File: config.mk
export PLATFORM = sky130hd
export DESIGN_NAME = anabellek_hakem
export DESIGN_NICKNAME = d
export VERILOG_FILES = /design/src/rtl/anabellek_hakem.sv
export SDC_FILE = /design/constraint.sdc
export NUM_CORES = 1
export LEC_CHECK = 0
export BUFFER_PORTS_ARGS = -buffer_cell sky130_fd_sc_hd__buf_2
export CORE_MARGIN = 2
export CORE_UTILIZATION = 23
export CTS_BUF_LIST = sky130_fd_sc_hd__clkbuf_4
export CTS_CLUSTER_SIZE = 25
export DETAILED_ROUTE_END_ITERATION = 8
export HOLD_SLACK_MARGIN = 0.1
export PLACE_DENSITY = 0.53
export SYNTH_ARGS = -nofsm -noshare
export SYNTH_HDL_FRONTEND = slang
export SYNTH_SLANG_ARGS = --single-unit
File: constraint.sdc
create_clock -name clk_i -period 12.1 [get_ports clk_i]
set_input_delay 2.42 -clock clk_i [delete_from_list [all_inputs] [get_ports clk_i]]
set_output_delay 2.42 -clock clk_i [all_outputs]
set_load 0.03 [all_outputs]
File: src/rtl/anabellek_hakem.sv
// anabellek_hakem: arbiter/sequencer for the single main-memory (iomem) port.
// Shares the port between the instruction-cache controller (getir_*) and the
// data-cache controller (bellek_*). Data has priority; a starvation counter
// forces a pending fetch through after ACLIK_SINIRI consecutive data grants.
// Cached accesses run a 4-word line burst; data accesses to the IO region
// (adres[31:28] == IO_BOLGE) run a single word. A beat that waits
// ZAMAN_ASIMI cycles for ready aborts the transfer with hata_o.
//
// Ports:
//   clk_i, rst_i                  clock, asynchronous active-high reset
//   getir_istek_i/adres_i         fetch request (level) and line address
//   getir_hazir_o                 one-cycle fetch-done pulse
//   bellek_istek_i/yaz_i/adres_i  data request, write flag, address
//   bellek_veri_i                 128-bit write line (word i at [32i+31:32i])
//   bellek_hazir_o                one-cycle data-done pulse
//   okunan_veri_obegi_o           128-bit read line
//   hata_o                        timeout flag, pulses with the owner's hazir
//   mesgul_o                      high whenever not idle
//   iomem_*                       valid/ready memory bus
module anabellek_hakem #(
  parameter int          ACLIK_SINIRI = 4,
  parameter int          ZAMAN_ASIMI  = 255,
  parameter logic [3:0]  IO_BOLGE     = 4'h3
) (
  input  logic         clk_i,
  input  logic         rst_i,
  input  logic         getir_istek_i,
  input  logic [31:0]  getir_adres_i,
  output logic         getir_hazir_o,
  input  logic         bellek_istek_i,
  input  logic         bellek_yaz_i,
  input  logic [31:0]  bellek_adres_i,
  input  logic [127:0] bellek_veri_i,
  output logic         bellek_hazir_o,
  output logic [127:0] okunan_veri_obegi_o,
  output logic         hata_o,
  output logic         mesgul_o,
  output logic         iomem_valid_o,
  output logic [31:0]  iomem_addr_o,
  output logic [31:0]  iomem_wdata_o,
  output logic [3:0]   iomem_wstrb_o,
  input  logic         iomem_ready_i,
  input  logic [31:0]  iomem_rdata_i
);

  typedef enum logic [1:0] {BOSTA, ISTEK, BITTI} durum_t;

  durum_t         r_durum, w_durum_next;
  logic           r_sahip_veri, w_sahip_veri_next;  // 1 = data owns the bus
  logic           r_yaz, w_yaz_next;
  logic           r_valid, w_valid_next;
  logic           r_hata, w_hata_next;
  logic [1:0]     r_beat, w_beat_next;
  logic [1:0]     r_son_beat, w_son_beat_next;
  logic [31:0]    r_adres, w_adres_next;
  logic [7:0]     r_bekle, w_bekle_next;
  logic [3:0]     r_aclik, w_aclik_next;
  logic [127:0]   r_satir, w_satir_next;

  logic           w_veri_sec;
  logic           w_io;
  logic [31:0]    w_secili_adres;
  logic [31:0]    w_kelime [4];

  // Write-line word slicing, indexed by the current beat.
  generate
    for (genvar gi = 0; gi < 4; gi++) begin : g_kelime
      assign w_kelime[gi] = bellek_veri_i[32*gi +: 32];
    end
  endgenerate

  // Data wins unless fetch is pending and has already waited the limit.
  assign w_veri_sec     = bellek_istek_i &&
                          !(getir_istek_i && (r_aclik == 4'(ACLIK_SINIRI)));
  assign w_io           = w_veri_sec && (bellek_adres_i[31:28] == IO_BOLGE);
  assign w_secili_adres = w_veri_sec ? bellek_adres_i : getir_adres_i;

  always_ff @(posedge clk_i or posedge rst_i) begin
    if (rst_i) begin
      r_durum      <= BOSTA;
      r_sahip_veri <= 1'b0;
      r_yaz        <= 1'b0;
      r_valid      <= 1'b0;
      r_hata       <= 1'b0;
      r_beat       <= 2'd0;
      r_son_beat   <= 2'd0;
      r_adres      <= 32'd0;
      r_bekle      <= 8'd0;
      r_aclik      <= 4'd0;
      r_satir      <= 128'd0;
    end else begin
      r_durum      <= w_durum_next;
      r_sahip_veri <= w_sahip_veri_next;
      r_yaz        <= w_yaz_next;
      r_valid      <= w_valid_next;
      r_hata       <= w_hata_next;
      r_beat       <= w_beat_next;
      r_son_beat   <= w_son_beat_next;
      r_adres      <= w_adres_next;
      r_bekle      <= w_bekle_next;
      r_aclik      <= w_aclik_next;
      r_satir      <= w_satir_next;
    end
  end

  always_comb begin
    w_durum_next      = r_durum;
    w_sahip_veri_next = r_sahip_veri;
    w_yaz_next        = r_yaz;
    w_valid_next      = r_valid;
    w_hata_next       = r_hata;
    w_beat_next       = r_beat;
    w_son_beat_next   = r_son_beat;
    w_adres_next      = r_adres;
    w_bekle_next      = r_bekle;
    w_aclik_next      = r_aclik;
    w_satir_next      = r_satir;

    case (r_durum)
      BOSTA: begin
        if (bellek_istek_i || getir_istek_i) begin
          w_durum_next      = ISTEK;
          w_valid_next      = 1'b1;
          w_hata_next       = 1'b0;
          w_sahip_veri_next = w_veri_sec;
          w_yaz_next        = w_veri_sec && bellek_yaz_i;
          w_beat_next       = 2'd0;
          w_son_beat_next   = w_io ? 2'd0 : 2'd3;
          w_bekle_next      = 8'd0;
          // Bursts start on the line boundary, single beats on the word.
          w_adres_next      = w_secili_adres & (w_io ? 32'hFFFF_FFFC : 32'hFFFF_FFF0);
          if (!w_veri_sec)
            w_aclik_next = 4'd0;
          else if (getir_istek_i && (r_aclik != 4'hF))
            w_aclik_next = r_aclik + 4'd1;
        end
      end

      ISTEK: begin
        if (iomem_ready_i) begin
          w_bekle_next = 8'd0;
          if (!r_yaz)
            w_satir_next[{r_beat, 5'b0} +: 32] = iomem_rdata_i;
          if (r_beat == r_son_beat) begin
            w_valid_next = 1'b0;
            w_hata_next  = 1'b0;
            w_durum_next = BITTI;
          end else begin
            w_beat_next  = r_beat + 2'd1;
            w_adres_next = r_adres + 32'd4;
          end
        end else if ((r_bekle + 8'd1) == 8'(ZAMAN_ASIMI)) begin
          // Abort: partial read data already captured stays in the line.
          w_valid_next = 1'b0;
          w_hata_next  = 1'b1;
          w_durum_next = BITTI;
        end else begin
          w_bekle_next = r_bekle + 8'd1;
        end
      end

      BITTI: begin
        // No arbitration here so a requester dropping istek on hazir is not re-granted.
        w_durum_next = BOSTA;
      end

      default: w_durum_next = BOSTA;
    endcase
  end

  assign getir_hazir_o       = (r_durum == BITTI) && !r_sahip_veri;
  assign bellek_hazir_o      = (r_durum == BITTI) && r_sahip_veri;
  assign hata_o              = (r_durum == BITTI) && r_hata;
  assign mesgul_o            = (r_durum != BOSTA);
  assign okunan_veri_obegi_o = r_satir;
  assign iomem_valid_o       = r_valid;
  assign iomem_addr_o        = r_adres;
  assign iomem_wstrb_o       = (r_valid && r_yaz) ? 4'b1111 : 4'b0000;
  assign iomem_wdata_o       = (r_valid && r_yaz) ? w_kelime[r_beat] : 32'd0;

endmodule
# Word-level counts from Yosys, hierarchy flattened

Index checks and enable logic that the tools add are counted.

Output and inout port bits: 201
Register bits after elaboration: 182
Word-level logic and storage cells: 95
Input bits: 230
Bits in read-only memories: 0
Bits in writable memories: 0
Memories kept: 0
Bits in latches: 0

Multipliers: 0
$add $sub $neg: 5
Magnitude comparators: 1
Equal/unequal tests: 14
Bitwise gates (word level): 3
Div/mod/pow operators: 0
Shifts and indexed selects: 2
Mux-type cells: 37
Reduce and logical (&&, ||, !) cells: 22

Operators by type and width:

| cell                                                   | count |
|---|---|
| two-way mux 32 bit                                     | 7 |
| bitwise mux 128 bit                                    | 1 |
| variable shift 32 x 9 -> 128 bit, first input constant | 1 |
| variable part select 32 x 9 -> 128 bit                 | 1 |
| binary-select mux 32 bit (select 2 bit)                | 1 |
| case mux 32 bit (2 select lines)                       | 1 |
| adder 32 x 3 -> 32 bit, second input constant          | 1 |
| AND 32 bit                                             | 1 |
| two-way mux 8 bit                                      | 3 |
| two-way mux 2 bit                                      | 8 |
| two-way mux 4 bit                                      | 4 |
| case mux 8 bit (2 select lines)                        | 1 |
| AND reduction 3 bit                                    | 4 |
| logical AND 1 bit                                      | 9 |
| inequality test 3 bit, second input constant           | 3 |
| negation 7 -> 9 bit                                    | 1 |
| adder 8 x 1 -> 8 bit, second input constant            | 1 |
| == test 8 bit, second input constant                   | 1 |
| case mux 2 bit (2 select lines)                        | 2 |
| AND reduction 4 bit                                    | 2 |
| two-way mux 1 bit                                      | 7 |
| inequality test 2 bit, second input constant           | 3 |
| adder 4 x 1 -> 4 bit, second input constant            | 1 |
| == test 4 x 2 -> 1 bit, second input constant          | 1 |
| other kinds (16)                                       | 19 |

# Longest topological paths before layout

Gate-level depths: netlist (run 1).

Word-level depth: 9
Depth in mapped cells: 10
Depth with buffers taken out: 8

# Worst setup path before layout (run 1)

No wires, ideal clock.

Kind: input -> output
Start: input bellek_veri_i[42]
End: output iomem_wdata_o[10]
Stages: 2
Arrival time: 3.086 ns
Buffers on the path: 0
Required time: 9.680 ns
Slack: 6.594 ns
Cell sequence: mux4_2 > nor2b_1

Cells in the longest elaborated chain, start to end: 4

RTL lines:

| element                                               | RTL line | text |
|---|---|---|
| from (decl)                                           | 33       | `input logic [127:0] bellek_veri_i,` |
| binary-select mux 32 bit (select 2 bit)               | 179      | `assign iomem_wdata_o = (r_valid && r_yaz) ? w_kelime[r_beat] : 32'd0;` |
| two-way mux 32 bit (not written as such) (2 in a row) | 179      |  |
| two-way mux 32 bit                                    | 179      |  |
| to (decl)                                             | 40       | `output logic [31:0] iomem_wdata_o,` |

Every way passes these cells. The select of a mux whose other input is x is not followed.

# Worst setup path in the final report (run 1)

Start: input bellek_veri_i[24]
End: output iomem_wdata_o[24]

The elaborated chain is that of the path after synthesis.

==> results.txt, run 1 <==
----------------------------------------------------
[Detailed routing]
  Via Count ... ~9300
  Wire per inst ... 17.73 µm
  Starting DRC count in detailed routing ... 614
  Drt via density ... 4.604
  DRT Wirelength ... 35900 µm
  DRC errors left ... 0
  Count of nets left with antenna violations after detail routing ... 0
  DRT Pass-1 Iters ... 5

[Synthesis]
  Proportion of register bits with asynchronous set or reset after synthesis ... 100.0%
  Part of the Yosys area used for sequential elements ... 47.29%
  Cell count after synthesis ... between 1000 and 1500
  Dominant cell type by area after synthesis ... sky130_fd_sc_hd__dfrtp_1
  Mean instance size in the synthesized netlist ... 8.683 µm²
  Synthesized cell area ... roughly 0.0095 mm²
  Leading register cell type out of synthesis ... sky130_fd_sc_hd__dfrtp_1
  Leading cell types by total area after synthesis ... sky130_fd_sc_hd__dfrtp_1, sky130_fd_sc_hd__nand2_1, sky130_fd_sc_hd__o21ai_0, sky130_fd_sc_hd__mux4_2, sky130_fd_sc_hd__a21oi_1
  Share of the synthesized area in the top cell type ... roughly 47%
  Total of flip-flops plus latches after synthesis ... 179
  Yosys warning total ... 0
  Number of enable flip-flop cells after synthesis ... 0
  Post-synthesis cell type count ... 56

[Layout]
  Commonest cells after routing, fill and taps aside ... sky130_fd_sc_hd__buf_2, sky130_fd_sc_hd__nand2_1, sky130_fd_sc_hd__dfrtp_1
  Commonest non-fill, non-tap cell in the layout ... sky130_fd_sc_hd__buf_2
  Fillers ... approximately 4400
  Layout overhead on the synthesized area ... 30.79%
  Non-filler instance count after layout ... 2025
  Share of cells above drive strength 1 ... roughly a third
  Sequential cell area ... approximately 0.0045 mm²
  NumNets Final ... 1717
  Total area of multi-input combinational cells ... 0.004652 mm²

[Status]
  Status ... complete, no violations

[Place]
  Cell count after placement ... 1990
  Detailed Place HPWL ... between 20000 and 30000 µm
  Gpl congestion ... 0.9216
  Port buffer count ... 422

[Timing]
  Max Slew Vio Count ... 0
  Crit path time final ... 5.834 ns
  Clock tree skew after final layout ... approximately 0.027 ns
  Worst Max-Slew Pin Slew ... 0.9834 ns
  Setup repair after global routing missed its margin ... false
  Final worst-path cycle share ... 48.22%
  Finish-stage setup viols ... 0
  Total Negative Setup Slacks ... 0 ns
  Fmax ... 171.4 MHz
  Headroom to the max-slew limit ... 33.84%
  Number of hold violations in the final report ... 0

[Die]
  Effective utilization at floorplan ... 23.25%
  Chip height ... ~210 µm
  Die boundary width ... 206.9 µm
  Area of the core region ... 0.04074 mm²
  Placement Rows ... 74
  Die Footprint ... 0.04283 mm²
  Number of placed I/O pins ... 431

[Worst setup path]
  Flop2flop setup slack ... 9.33 ns
  Path type of the worst setup path ... input port to output port
  Data arrival at the endpoint of the critical path ... 3.41 ns
  Maximum fanout count along the critical path ... 1
  Type of origin of the critical path ... input port
  Critical path capture point type ... output port
  Critical path data required time ... 9.68 ns

[CTS]
  Clock slew at the register clock pins of the worst setup and hold paths ... 0.16 ns
  Clock insertion delay at the later pin of the skew report ... 0.64 ns
  TritonCTS Buffers ... 17
  TritonCTS clock tree ... yes
  Clock root buffer ... sky130_fd_sc_hd__clkbuf_4
  Hold buffers post-CTS ... 0
  Number of post-CTS setup repair buffers ... 0
  Clock Path Buffers ... 2
  Post-CTS sizing ... 0
  Number of H-tree levels ... 4
  Number of sinks driven by the clock tree ... around 180

[Pwr]
  Max VDD drop ... 0.09994 mV
  Total power consumption of the routed design ... 2.481 mW
  Pwr/cell area ... 200.2 mW/mm²
  Static Leak ... ~6 nW

[Worst hold path]
  Hold Crit Class ... register to register

[Global route]
  Largest net degree at the start of global routing ... 76
  Global-route wire length before repair ... 54080 µm
  Number of global-route vias before repair ... 9044
  Global-route usage over all layers ... 16.64%
  Antenna violations before repair ... 6
  GRT Residual Overflow ... 0

[Run]
  Max Cap Viol ... 0

----------------------------------------------------
==> metal layers <==
layer / wire (µm) / share of wire, % / GRT usage [%]
met1: 15860 / 44 / 21.74
met2: 16610 / 46 / 26.87
met3: 2903 / 8.1 / 5.322
met4: 504 / 1.4 / 3.647
met5: 22 / 0.061 / 0
==> Yosys cell counts (all sizes together), types with 4 or more instances <==
master and number:
inv 12, o22a 5, nor2b 34, a21oi 57
nor2 34, nand4 4, o21ai 163, nand3 41
mux4 32, a31oi 8, nand2 351, clkbuf 62
or3 7, buf 13, dfrtp 179, nor3 11
and3 9, mux2i 4, nor3b 6, ha 10
==> path summary, 6_finish.rpt <==
check | from | endpoint | cells past startpoint
min reg2reg | okunan_veri_obegi_o[104]$_DFFE_PP0P_ | okunan_veri_obegi_o[104]$_DFFE_PP0P_ | 2
max in group asynchronous | rst_i | okunan_veri_obegi_o[38]$_DFFE_PP0P_ | 3
max reg2reg | r_beat[0]$_DFFE_PP0P_ | iomem_addr_o[2]$_DFFE_PP0P_ | 6
min in group asynchronous | rst_i | okunan_veri_obegi_o[93]$_DFFE_PP0P_ | 2
max | bellek_veri_i[24] | iomem_wdata_o[24] | 4
min | okunan_veri_obegi_o[104]$_DFFE_PP0P_ | okunan_veri_obegi_o[104]$_DFFE_PP0P_ | 2
==> registers in the layout, summed over array words and instances, names as in the netlist <==
name,cells
iomem_addr_o,30
iomem_valid_o,1
okunan_veri_obegi_o,128
r_aclik,4
r_beat,2
r_bekle,8
r_durum,2
r_hata,1
r_sahip_veri,1
r_son_beat,1
r_yaz,1
==> critical path, cell delays in order <==
cell and delay [ns]:
sky130_fd_sc_hd__buf_2 0.12, sky130_fd_sc_hd__mux4_2 0.52, sky130_fd_sc_hd__nor2b_1 0.16, sky130_fd_sc_hd__buf_2 0.19
==> final cells by class <==
class                           count  share of cell area, %
Multi-Input combinational cell    826                  37.55
Sequential cell                   179                  36.16
Timing Repair Buffer              441                  18.20
Tap cell                          532                  5.373
Clock inverter                     14                  1.161
Clock buffer                       18                  1.091
Inverter                           12                 0.4040
Antenna cell                        3                0.06059
==> logic make-up (layout without fill, tap and decap cells) <==
logic type,Yosys count,after routing,synth area share [%]
buf+inv,87,485,3.989
mux,38,38,8.268
fa+ha+maj,10,10,1.321
xor+xnor,3,3,0.2774
other cells,1,5,0.03959
flops,179,179,47.29
compound gates,260,260,15.04
simple gates,513,513,23.77
==> where the power goes <==
group	total, mW	internal [mW]	switching, mW
clock network	0.353	0.111	0.242
registers	0.846	0.726	0.120
logic	1.28	0.408	0.874
total	2.48	1.24	1.24
==> metrics by stage <==
step	setup WS (ns)	utilization, %	cell area (µm²)	hold slack, ns
4_1_cts	6.281	30.39	12380	0.4979
5_1_grt	6.270	30.41	12390	0.5176
3_5_place_dp	6.281	29.71	12100	0.4648
6_report	6.266	30.41	12390	0.4922
2_1_floorplan	4.821	-	9477	0.4643
3_3_place_gp	6.288	29.71	12100	0.4565
No activity file was read; power rests on OpenSTA's default activity.
==> run 2, diff against run 1 <==
--- a/config.mk
+++ b/config.mk
@@ -5,6 +5,7 @@
 export SDC_FILE = /design/constraint.sdc
 export NUM_CORES = 1
 export LEC_CHECK = 0
+export ABC_AREA = 1
 export BUFFER_PORTS_ARGS = -buffer_cell sky130_fd_sc_hd__buf_2
 export CORE_MARGIN = 2
 export CORE_UTILIZATION = 23
@@ -12,7 +13,7 @@
 export CTS_CLUSTER_SIZE = 25
 export DETAILED_ROUTE_END_ITERATION = 8
 export HOLD_SLACK_MARGIN = 0.1
-export PLACE_DENSITY = 0.53
+export PLACE_DENSITY = 0.52
 export SYNTH_ARGS = -nofsm -noshare
 export SYNTH_HDL_FRONTEND = slang
 export SYNTH_SLANG_ARGS = --single-unit
==> constraint.sdc (replaced) <==
create_clock -name clk_i -period 6 [get_ports clk_i]
set_input_delay 1.2 -clock clk_i [delete_from_list [all_inputs] [get_ports clk_i]]
set_output_delay 1.2 -clock clk_i [all_outputs]
set_load 0.03 [all_outputs]
==> results.txt, run 2 <==
----------------------------------------------------
[Synthesis]
  Most common library cells after synthesis ... sky130_fd_sc_hd__nand2_1, sky130_fd_sc_hd__o21ai_0, sky130_fd_sc_hd__nor2_1, sky130_fd_sc_hd__dfrtp_1, sky130_fd_sc_hd__nand3_1
  Total of flip-flops plus latches after synthesis ... 179 (unchanged)
  Number of enable flip-flop cells after synthesis ... 0 (unchanged)
  Part of the Yosys area used for sequential elements ... 43.59% (-3.7 points)
  Leading register cell type out of synthesis ... sky130_fd_sc_hd__dfrtp_1
  Simple-gate share of the synthesized area ... 31.13% (+7.4 points)
  Share of synthesized area spent on multiplexers ... 0% (-8.3 points)
  Compound-cell area share of the yosys netlist ... 16.50% (+1.5 points)
  Leading cell type by number of instances after synthesis ... sky130_fd_sc_hd__nand2_1
  Area share of xor/xnor cells in the synthesized design ... 0.4262% (+0.15 points)
  Leading cell types by total area after synthesis ... sky130_fd_sc_hd__dfrtp_1, sky130_fd_sc_hd__o21ai_0, sky130_fd_sc_hd__nand2_1, sky130_fd_sc_hd__nor2_1, sky130_fd_sc_hd__nand3_1
  Yosys warning total ... 0 (unchanged)
  Dominant cell type by area after synthesis ... sky130_fd_sc_hd__dfrtp_1
  Proportion of register bits with asynchronous set or reset after synthesis ... 100.0% (unchanged)
  Mean instance size in the synthesized netlist ... 7.176 µm² (-17%)
  Post-synthesis cell type count ... 35 (-38%)
  Dominant combinational cell family by area after synthesis ... simple AND/OR/NAND/NOR gates
  Synth Area in Adders ... 1.218% (-0.10 points)
  Cell count after synthesis ... 1432 (+31%)
  Synthesized cell area ... 0.01028 mm² (+8.5%)
  Share of the synthesized area in the top cell type ... 43.59% (-3.7 points)

[Die]
  Number of placed I/O pins ... 431 (unchanged)
  Die boundary width ... 215.4 µm (+4.1%)
  Area of the core region ... 0.04412 mm² (+8.3%)
  Placement Rows ... 77 (+4.1%)
  Effective utilization at floorplan ... 23.29% (+0.036 points)
  Die Footprint ... 0.04639 mm² (+8.3%)
  Chip height ... 215.4 µm (+4.1%)

[CTS]
  Number of sinks driven by the clock tree ... 179 (unchanged)
  Clock slew at the register clock pins of the worst setup and hold paths ... 0.16 ns (about the same)
  Post-CTS sizing ... 0 (unchanged)
  Number of H-tree levels ... 4 (unchanged)
  Clock insertion delay at the later pin of the skew report ... 0.67 ns (+0.03 ns)
  TritonCTS Buffers ... 17 (unchanged)
  Clock root buffer ... sky130_fd_sc_hd__clkbuf_4
  TritonCTS clock tree ... yes
  Clock Path Buffers ... 2 (unchanged)
  Number of post-CTS setup repair buffers ... 0 (unchanged)
  Hold buffers post-CTS ... 0 (unchanged)

[Layout]
  NumNets Final ... 2027 (+18%)
  Commonest non-fill, non-tap cell in the layout ... sky130_fd_sc_hd__buf_2
  Flip-flop count of the largest register after layout ... 128 (unchanged)
  Commonest cells after routing, fill and taps aside ... sky130_fd_sc_hd__buf_2, sky130_fd_sc_hd__nand2_1, sky130_fd_sc_hd__o21ai_0
  Non-filler instance count after layout ... 2394 (+18%)
  Layout overhead on the synthesized area ... 27.35%
  Share of cells above drive strength 1 ... 28.44% (-6.9 points)

[Worst setup path]
  Data arrival at the endpoint of the critical path ... 2.76 ns (-0.65 ns)
  Type of origin of the critical path ... register
  Critical path data required time ... 4.80 ns (-4.88 ns)
  Path type of the worst setup path ... register to output port
  Critical path capture point type ... output port
  Maximum fanout count along the critical path ... 37 (+36)

[Pwr]
  Switching Power ... 3.186 mW (+160%)
  Switching Fraction ... 56.26% (+6.4 points)
  Reg power frac ... 30.8% (-3.3 points)
  Max VDD drop ... 0.2154 mV (+120%)
  Clk pwr share ... 12.2% (-2.0 points)
  Combinational cell fraction of total power ... 57.0% (+5.3 points)
  Internal Dissipation ... 2.477 mW (+99%)
  Static Leak ... 7.066 nW (+18%)
  Pwr/cell area ... 432.7 mW/mm² (+120%)

[Global route]
  Routing usage on met1 ... 24.13% (+2.4 points)
  Largest net degree at the start of global routing ... 180 (+140%)
  Met3 usage in global routing ... 3.989% (-1.3 points)
  Antenna violations before repair ... 3 (-3)
  Number of global-route vias before repair ... 10920 (+21%)
  GRT busiest layer ... met2
  GRT Residual Overflow ... 0 (unchanged)
  Met2 GRT Util ... 30.16% (+3.3 points)
  Global-route wire length before repair ... 65840 µm (+22%)
  Global-route usage over all layers ... 18.17% (+1.5 points)

[Timing]
  Final worst setup slack ... 2.043 ns (-4.222 ns)
  Headroom to the max-slew limit ... 12.06% (-22 points)
  Crit path time final ... 3.957 ns
  Setup repair after global routing missed its margin ... false
  Max Slew Vio Count ... 0 (unchanged)
  Total Negative Setup Slacks ... 0 ns (unchanged)
  Fmax ... 252.7 MHz
  Number of hold violations in the final report ... 0 (unchanged)
  Finish-stage setup viols ... 0 (unchanged)
  Worst Max-Slew Pin Slew ... 1.319 ns (+0.3357 ns)
  Clock tree skew after final layout ... 0.02118 ns (-0.006122 ns)
  Final worst-path cycle share ... 65.94%

[Run]
  Max Cap Viol ... 0 (unchanged)

[Worst hold path]
  Hold Crit Class ... register to register

[Detailed routing]
  Wire per inst ... 17.97 µm (+1.3%)
  Drt via density ... 4.748 (+3.1%)
  Starting DRC count in detailed routing ... 983 (+60%)
  DRC errors left ... 0 (unchanged)
  DRT Wirelength ... 43010 µm (+20%)
  Count of nets left with antenna violations after detail routing ... 0 (unchanged)
  Via Count ... 11370 (+22%)
  DRT Pass-1 Iters ... 6 (+1)

[Place]
  Cell count after placement ... 2360 (+19%)
  Port buffer count ... 424 (+0.47%)
  Placement Setup Slack ... 2.732 ns (-3.549 ns)
  Gpl congestion ... 0.8987 (-2.5%)
  Detailed Place HPWL ... 30080 µm (+15%)

[Status]
  Status ... complete, no violations

----------------------------------------------------
## run 2: cell count changes in the layout (fill, tap and decap cells not counted), sizes merged, moves of 7 or more
cell,before,now
nand4,4,72
nand3,41,93
mux4,32,0
and3,9,0
or3,7,0
nor2b,34,0
inv,19,63
nand2,351,296
nor2,34,257
o21ai,163,254
## run 2: cell type report
| cell class | count | area (µm²) |
|---|---|---|
| Inverter | 59 | 225.2 |
| Tap cell | 592 | 740.7 |
| Timing Repair Buffer | 442 | 2270 |
| Clock buffer | 19 | 142.6 |
| Antenna cell | 2 | 5.005 |
| Sequential cell | 179 | 4481 |
| Multi-Input combinational cell | 1088 | 5100 |
| Clock inverter | 13 | 122.6 |
| Fill cell | 4942 | 31040 |
## run 2: final timing paths
kind	to	depth (start not counted)	from	slack, ns
max in group asynchronous	r_beat[0]$_DFFE_PP0P_	3	rst_i	4.12
worst min-delay path	r_hata$_DFFE_PP0P_	2	r_hata$_DFFE_PP0P_	0.50
worst max-delay path	iomem_wdata_o[29]	6	r_beat[1]$_DFFE_PP0P_	2.04
worst max register to register	okunan_veri_obegi_o[35]$_DFFE_PP0P_	10	r_durum[1]$_DFFE_PP0P_	2.76
worst min register to register	r_hata$_DFFE_PP0P_	2	r_hata$_DFFE_PP0P_	0.50
min in group asynchronous	okunan_veri_obegi_o[7]$_DFFE_PP0P_	3	rst_i	0.63
## run 2: power groups by stage
| stage | Sequential [mW] | Clock [mW] | Combinational, mW |
|---|---|---|---|
| 2_1_floorplan | 2.20 | 0 | 1.74 |
| 3_3_place_gp | 1.76 | 0 | 3.24 |
| 3_5_place_dp | 1.77 | 0 | 3.26 |
| 4_1_cts | 1.75 | 0.728 | 3.26 |
| 5_1_grt | 1.79 | 0.771 | 3.54 |
| 6_report | 1.74 | 0.693 | 3.23 |
## run 2: critical path, stage by stage (launching register included)
cell and delay [ns]:
sky130_fd_sc_hd__dfrtp_1 0.35, sky130_fd_sc_hd__buf_4 0.41, sky130_fd_sc_hd__inv_2 0.46, sky130_fd_sc_hd__nor2_1 0.21
sky130_fd_sc_hd__o21ai_0 0.10, sky130_fd_sc_hd__a21oi_1 0.29, sky130_fd_sc_hd__buf_2 0.26
## run 2: per-layer routing
layer	wire, µm	vias up
li1	-	5493
met1	18920	5418
met2	20590	421
met3	2968	33
met4	510	2
met5	14	-
## run 2: stage by stage
stage | area (µm²) | power (mW) | utilization [%] | hold slack (ns)
after floorplan | 10280 | 3.948 | - | 0.4419
after global placement | 12820 | 5.001 | 29.04 | 0.4596
after detailed placement | 12820 | 5.027 | 29.04 | 0.4628
after CTS | 13080 | 5.736 | 29.65 | 0.5040
after global routing | 13090 | 6.106 | 29.66 | 0.5228
final | 13090 | 5.663 | 29.66 | 0.5015
## run 2: cells by family after synthesis
group / after synthesis
fa+ha+maj: 10
other cells: 1
xor+xnor: 5
buf+inv: 166
compound gates: 333
simple gates: 738
flops: 179
